==> src/rtl/sys1_pkg.sv <==
// Shared constants and the NMI handshake state encoding for the sound command latch.
package sys1_pkg;

  localparam int unsigned DEFAULT_DEPTH   = 4;
  localparam int unsigned DEFAULT_NMI_GAP = 16;
  localparam int unsigned BYTE_W          = 8;

  // Value seen by the sound CPU before any command has ever been popped.
  localparam logic [BYTE_W-1:0] DI_RESET = 8'hFF;

  typedef enum logic [1:0] {
    ST_IDLE   = 2'd0,
    ST_ASSERT = 2'd1,
    ST_GAP    = 2'd2
  } nmi_state_e;

endpackage

==> src/rtl/cmd_fifo.sv <==
// Command byte FIFO: storage, wrapping pointers, occupancy, registered head and sticky overflow.
module cmd_fifo
  import sys1_pkg::*;
#(
  parameter int unsigned DEPTH = DEFAULT_DEPTH
) (
  input  logic                     clk,
  input  logic                     rst,
  input  logic                     push,
  input  logic [7:0]               din,
  input  logic                     pop,
  output logic                     pop_ok_c,
  output logic [$clog2(DEPTH):0]   count,
  output logic [7:0]               head,
  output logic                     ovf
);

  localparam int unsigned AW = $clog2(DEPTH);
  localparam int unsigned CW = AW + 1;

  logic [7:0]    mem [DEPTH];
  logic [AW-1:0] wptr_q, wptr_n;
  logic [AW-1:0] rptr_q, rptr_n;
  logic [CW-1:0] count_q, count_n;
  logic [CW-1:0] after_pop;
  logic [7:0]    head_q, head_n;
  logic          ovf_q, ovf_n;
  logic          full, empty, push_ok;

  // Resolve push/pop interaction: a pop always frees space before a push lands.
  always_comb begin
    full      = (count_q == CW'(DEPTH));
    empty     = (count_q == '0);
    pop_ok_c  = pop && !empty;
    push_ok   = push && (!full || pop_ok_c);
    ovf_n     = ovf_q || (push && full && !pop_ok_c);
    wptr_n    = push_ok  ? wptr_q + AW'(1) : wptr_q;
    rptr_n    = pop_ok_c ? rptr_q + AW'(1) : rptr_q;
    after_pop = count_q - CW'(pop_ok_c);
    count_n   = after_pop + CW'(push_ok);
    // Empty FIFO keeps showing the last popped byte, which is already in head_q.
    if (count_n == '0) begin
      head_n = head_q;
    end else if (push_ok && (after_pop == '0)) begin
      head_n = din;
    end else begin
      head_n = mem[rptr_n];
    end
  end

  // Pointer, count, head and overflow registers.
  always_ff @(posedge clk or posedge rst) begin
    if (rst) begin
      wptr_q  <= '0;
      rptr_q  <= '0;
      count_q <= '0;
      head_q  <= DI_RESET;
      ovf_q   <= 1'b0;
    end else begin
      wptr_q  <= wptr_n;
      rptr_q  <= rptr_n;
      count_q <= count_n;
      head_q  <= head_n;
      ovf_q   <= ovf_n;
    end
  end

  // Storage array; contents are don't-care until written.
  always_ff @(posedge clk) begin
    if (push_ok) begin
      mem[wptr_q] <= din;
    end
  end

  assign count = count_q;
  assign head  = head_q;
  assign ovf   = ovf_q;

endmodule

==> src/rtl/snd_cmd_latch.sv <==
// Main-CPU to sound-CPU command latch: strobe edge detection, command FIFO and NMI handshake.
module snd_cmd_latch
  import sys1_pkg::*;
#(
  parameter int unsigned DEPTH   = DEFAULT_DEPTH,
  parameter int unsigned NMI_GAP = DEFAULT_NMI_GAP
) (
  input  logic                     CLK48M,
  input  logic                     RESET,
  input  logic                     MCPU_CE,
  input  logic                     SNDRQ,
  input  logic [7:0]               CPUDO,
  input  logic                     SCPU_CE,
  input  logic                     SCPU_RDCS,
  output logic [7:0]               SCPU_DI,
  output logic                     SNDNMI,
  output logic                     OVF,
  output logic [$clog2(DEPTH):0]   CNT
);

  localparam int unsigned CW = $clog2(DEPTH) + 1;
  localparam int unsigned GW = (NMI_GAP > 0) ? $clog2(NMI_GAP + 1) : 1;

  logic          sndrq_q, rdcs_q;
  logic          push_req, pop_req, pop_ok;
  logic [CW-1:0] cnt;
  nmi_state_e    state_q, state_n;
  logic [GW-1:0] gap_q, gap_n;
  logic          nmi_q, nmi_n;

  // Sample each strobe only on its own CPU clock enable.
  always_ff @(posedge CLK48M or posedge RESET) begin
    if (RESET) begin
      sndrq_q <= 1'b0;
      rdcs_q  <= 1'b0;
    end else begin
      if (MCPU_CE) begin
        sndrq_q <= SNDRQ;
      end
      if (SCPU_CE) begin
        rdcs_q <= SCPU_RDCS;
      end
    end
  end

  // Push on rising sampled write strobe, pop on falling sampled read strobe.
  assign push_req = MCPU_CE && SNDRQ && !sndrq_q;
  assign pop_req  = SCPU_CE && !SCPU_RDCS && rdcs_q;

  cmd_fifo #(
    .DEPTH (DEPTH)
  ) u_fifo (
    .clk      (CLK48M),
    .rst      (RESET),
    .push     (push_req),
    .din      (CPUDO),
    .pop      (pop_req),
    .pop_ok_c (pop_ok),
    .count    (cnt),
    .head     (SCPU_DI),
    .ovf      (OVF)
  );

  // NMI next-state: raise while data waits, hold low for a gap after every accepted pop.
  always_comb begin
    state_n = state_q;
    gap_n   = gap_q;
    case (state_q)
      ST_IDLE: begin
        if (cnt != '0) begin
          state_n = ST_ASSERT;
        end
      end
      ST_ASSERT: begin
        if (pop_ok) begin
          state_n = ST_GAP;
          gap_n   = GW'(NMI_GAP);
        end
      end
      ST_GAP: begin
        if (SCPU_CE) begin
          if (gap_q <= GW'(1)) begin
            gap_n   = '0;
            state_n = (cnt != '0) ? ST_ASSERT : ST_IDLE;
          end else begin
            gap_n = gap_q - GW'(1);
          end
        end
      end
      default: begin
        state_n = ST_IDLE;
        gap_n   = '0;
      end
    endcase
    nmi_n = (state_n == ST_ASSERT);
  end

  // NMI state, gap counter and registered NMI output.
  always_ff @(posedge CLK48M or posedge RESET) begin
    if (RESET) begin
      state_q <= ST_IDLE;
      gap_q   <= '0;
      nmi_q   <= 1'b0;
    end else begin
      state_q <= state_n;
      gap_q   <= gap_n;
      nmi_q   <= nmi_n;
    end
  end

  assign SNDNMI = nmi_q;
  assign CNT    = cnt;

endmodule

==> config.mk <==
export PLATFORM = sky130hd
export DESIGN_NAME = snd_cmd_latch
export DESIGN_NICKNAME = d
export VERILOG_FILES = /design/src/rtl/sys1_pkg.sv /design/src/rtl/cmd_fifo.sv /design/src/rtl/snd_cmd_latch.sv
export SDC_FILE = /design/constraint.sdc
export NUM_CORES = 1
export LEC_CHECK = 0
export BUFFER_PORTS_ARGS = -buffer_cell sky130_fd_sc_hd__clkbuf_2
export CELL_PAD_IN_SITES_DETAIL_PLACEMENT = 1
export CELL_PAD_IN_SITES_GLOBAL_PLACEMENT = 2
export CORE_AREA = 2 2 89 91
export DETAILED_ROUTE_END_ITERATION = 6
export DIE_AREA = 0 0 91 93
export PLACE_DENSITY = 0.83
export SLEW_MARGIN = 40
export SYNTH_ARGS = -nofsm -noshare
export SYNTH_HDL_FRONTEND = slang
export SYNTH_SLANG_ARGS = --single-unit
==> constraint.sdc <==
create_clock -name CLK48M -period 3.2 [get_ports CLK48M]
set_input_delay 0.32 -clock CLK48M [delete_from_list [all_inputs] [get_ports CLK48M]]
set_output_delay 0.32 -clock CLK48M [all_outputs]
set_load 0.005 [all_outputs]
==> metrics.txt <==
Seq cells post-synth=58; synth warn=0; routability cong.=0.792; pwr/cell area=841 nW/um2; complex-gate fraction of the synthesized area=0.130; CTS max path bufs=2; Boundary Pins=27; number of global-route vias before repair=2090; grt total ovfl=0; clock root buffer=clkbuf_8; Syn Std Cell Area=2980 um2; FMAX=339 MHz; Clock Skew=5.81 ps; vias per cell=5.48; first-pass GRT wire length=10.7 mm; cell leakage power=1.35 nW; Worst EP arrival=3200 ps; drt pass-1 iters=4; chip width=91 um; n_diodes=0; Max IR drop VDD=0.314 mV; Starting Density=0.395; Final Core Density=0.455; Die Ht=93 um; layout cells sized above 1=0.294; Yosys top cell area share=0.323; Iter 0 DRT Violations=102; Async SR Flop Fraction=0.448; RSZ-0062 raised after global routing=false; DRT antenna net count=0; Setup crit start kind=flip-flop; Worst Hold Class=input pin to asynchronous set/reset pin; Routed Wire Length=6.60 mm; XOR/XNOR Fraction of Synth Area=0.0210; # setup viols final=0; status=finished clean; mux cell area share after synthesis=0.120; Area contributors post-synth=edfxtp_1 32%, dfrtp_1 15%, mux4_2 11%; top-count cell post-synth=edfxtp_1; R2R depth=11; post-CTS setup buffers=0; Critical Path Fanout Max=8; port buffer count=26; cell taking the most area after synthesis=edfxtp_1; pin count of the biggest net entering global routing=27; largest family of logic cells by synthesized area=compound AO/OA/AOI/OAI gates; register area share after synthesis=0.545; syn_area_per_cell=13.4 um2; kind of critical path=flip-flop to flip-flop; Worst-path clk slew=60 ps; flop-to-flop setup slack=250 ps; initial antenna violation count=0; CORE AREA=7530 um2; routed via count=1995; Post-synth EDFFs=32; Max-cap violations=0; TritonCTS clock tree=done; Setup crit end kind=flip-flop; Hold Buf Count CTS=0; H-Tree Depth=3; FP Rows=32; Synth Net Count=250; CTS Buf Count=9; Clock Latency Late Sink=330 ps; WP data required=3440 ps; worst reg2reg startpoint=u_fifo.count[1]; CTS resizes=0; Top FF cell, synth=edfxtp_1; Sink Count=58; P&R area growth vs syn=15.0%; Overall Global Routing Usage=0.168; Final Hold Vio Count=0; DP Wirelength=4.66 mm; slew at the pin closest to its max-slew limit=797 ps; fin. max-slew vios=0; Fin Setup TNS=0 ps; relative slew slack=0.469; CP endpoint=u_fifo.head[7]; list of most frequent post-synthesis cells=32 x edfxtp_1, 21 x o21ai_0, 18 x dfrtp_1; DR DRC count=0; Critical Path Start=u_fifo.count[1]; Die Area=8460 um2; simple-gate area share of the yosys netlist=0.0946; WL per Instance=18.1 um; Cell variety after synth=51; Mapped Cells=222; min Tclk post-route=2950 ps; post-synthesis adder-cell area fraction=0.0589; Nets=285; Critical R2R Capture=u_fifo.head[7]; part of the cycle the worst path needs=0.923
==> routing by layer <==
layer  track usage  vias up  part of all wire  wire [um]
li1              -      938                 -          -
met1         0.199     1015              0.42       2790
met2         0.298       31              0.54       3550
met3        0.0338       11             0.025        162
met4        0.0732        0             0.015        102
met5             0        -                 0          0
==> how the worst min path moves through the flow <==
stage,from,endpoint,slack [ps],cells past startpoint
detailed placement,RESET,rdcs_q,420,2
floorplan,RESET,SNDNMI,350,1
CTS,RESET,gap_q[2],50,2
global placement,u_fifo.ovf,u_fifo.ovf,460,1
global route,RESET,gap_q[2],70,2
finish,RESET,gap_q[2],30,2
==> power by group <==
part           leakage [nW]  internal (mW)  total, mW  switching, mW
clock network        0.0918          0.355      0.635          0.280
registers             0.595          0.992       1.20          0.208
logic                 0.664          0.548       1.04          0.496
total                  1.35           1.89       2.88          0.983
==> per-stage QoR <==
| step | cell area, um2 | worst slack [ps] | hold WS [ps] | std cells | total power, mW |
|---|---|---|---|---|---|
| 3_5_place_dp | 3240 | 239 | 417 | 348 | 2.28 |
| 4_1_cts | 3420 | 226 | 48.0 | 364 | 2.92 |
| 2_1_floorplan | 2980 | 195 | 354 | 222 | 1.93 |
| 5_1_grt | 3420 | 63.7 | 66.3 | 364 | 3.09 |
| 6_report | 3420 | 248 | 28.6 | 364 | 2.88 |
| 3_3_place_gp | 3240 | 314 | 455 | 348 | 2.24 |
==> layout by cell type (no fill, tap or decap), types with 3 or more instances in the layout <==
cell type | Yosys | layout
a21oi_1 | 3 | 3
or3_1 | 3 | 3
clkbuf_8 | 0 | 9
dfrtp_1 | 18 | 17
o211ai_1 | 4 | 4
edfxtp_1 | 32 | 32
buf_4 | 1 | 6
nor2b_1 | 3 | 3
clkbuf_1 | 4 | 3
o21ai_0 | 21 | 21
xnor2_1 | 4 | 4
clkbuf_2 | 0 | 26
and2_1 | 5 | 5
inv_1 | 14 | 13
ha_1 | 14 | 14
dfstp_2 | 8 | 8
and3_1 | 9 | 9
nand2_1 | 11 | 11
mux4_2 | 14 | 14
nand3_1 | 3 | 3
a211oi_1 | 7 | 7
==> state kept, by name, indices dropped and copies added, names as in the netlist <==
register       cells
u_fifo.count       3
u_fifo.ovf         1
u_fifo.wptr_q      2
u_fifo.rptr_q      2
rdcs_q             1
u_fifo.head        8
gap_q              5
u_fifo.mem        32
sndrq_q            1
SNDNMI             1
state_q            2
==> area by class of cell <==
| cell class | instances | area (um2) |
|---|---|---|
| multi-input combinational | 142 | 1260 |
| inverter | 14 | 52.6 |
| timing repair buffer | 32 | 175 |
| sequential | 58 | 1620 |
| clock buffer | 12 | 135 |
| fill | 835 | 4110 |
| tap | 102 | 128 |
| clock inverter | 4 | 43.8 |
==> worst max-delay path, cell delays in order, from the launching register on <==
cell and delay, ps:
dfrtp_1 420, or3_2 500, nand2_1 110, inv_1 60, ha_1 170, ha_1 280, inv_1 40, ha_1 190
xor3_4 330, or3_1 450, a31oi_1 220, o31ai_1 90
==> cell families after synthesis <==
kind of cell               after synthesis
and+or+nand+nor                         48
muxes                                   18
xor gates and xnor gates                 5
AOI/OAI and AO/OA                       57
buffers and inverters                   22
adders and majority gates               14
DFF                                     58
Power figures use the tool's default switching activity.
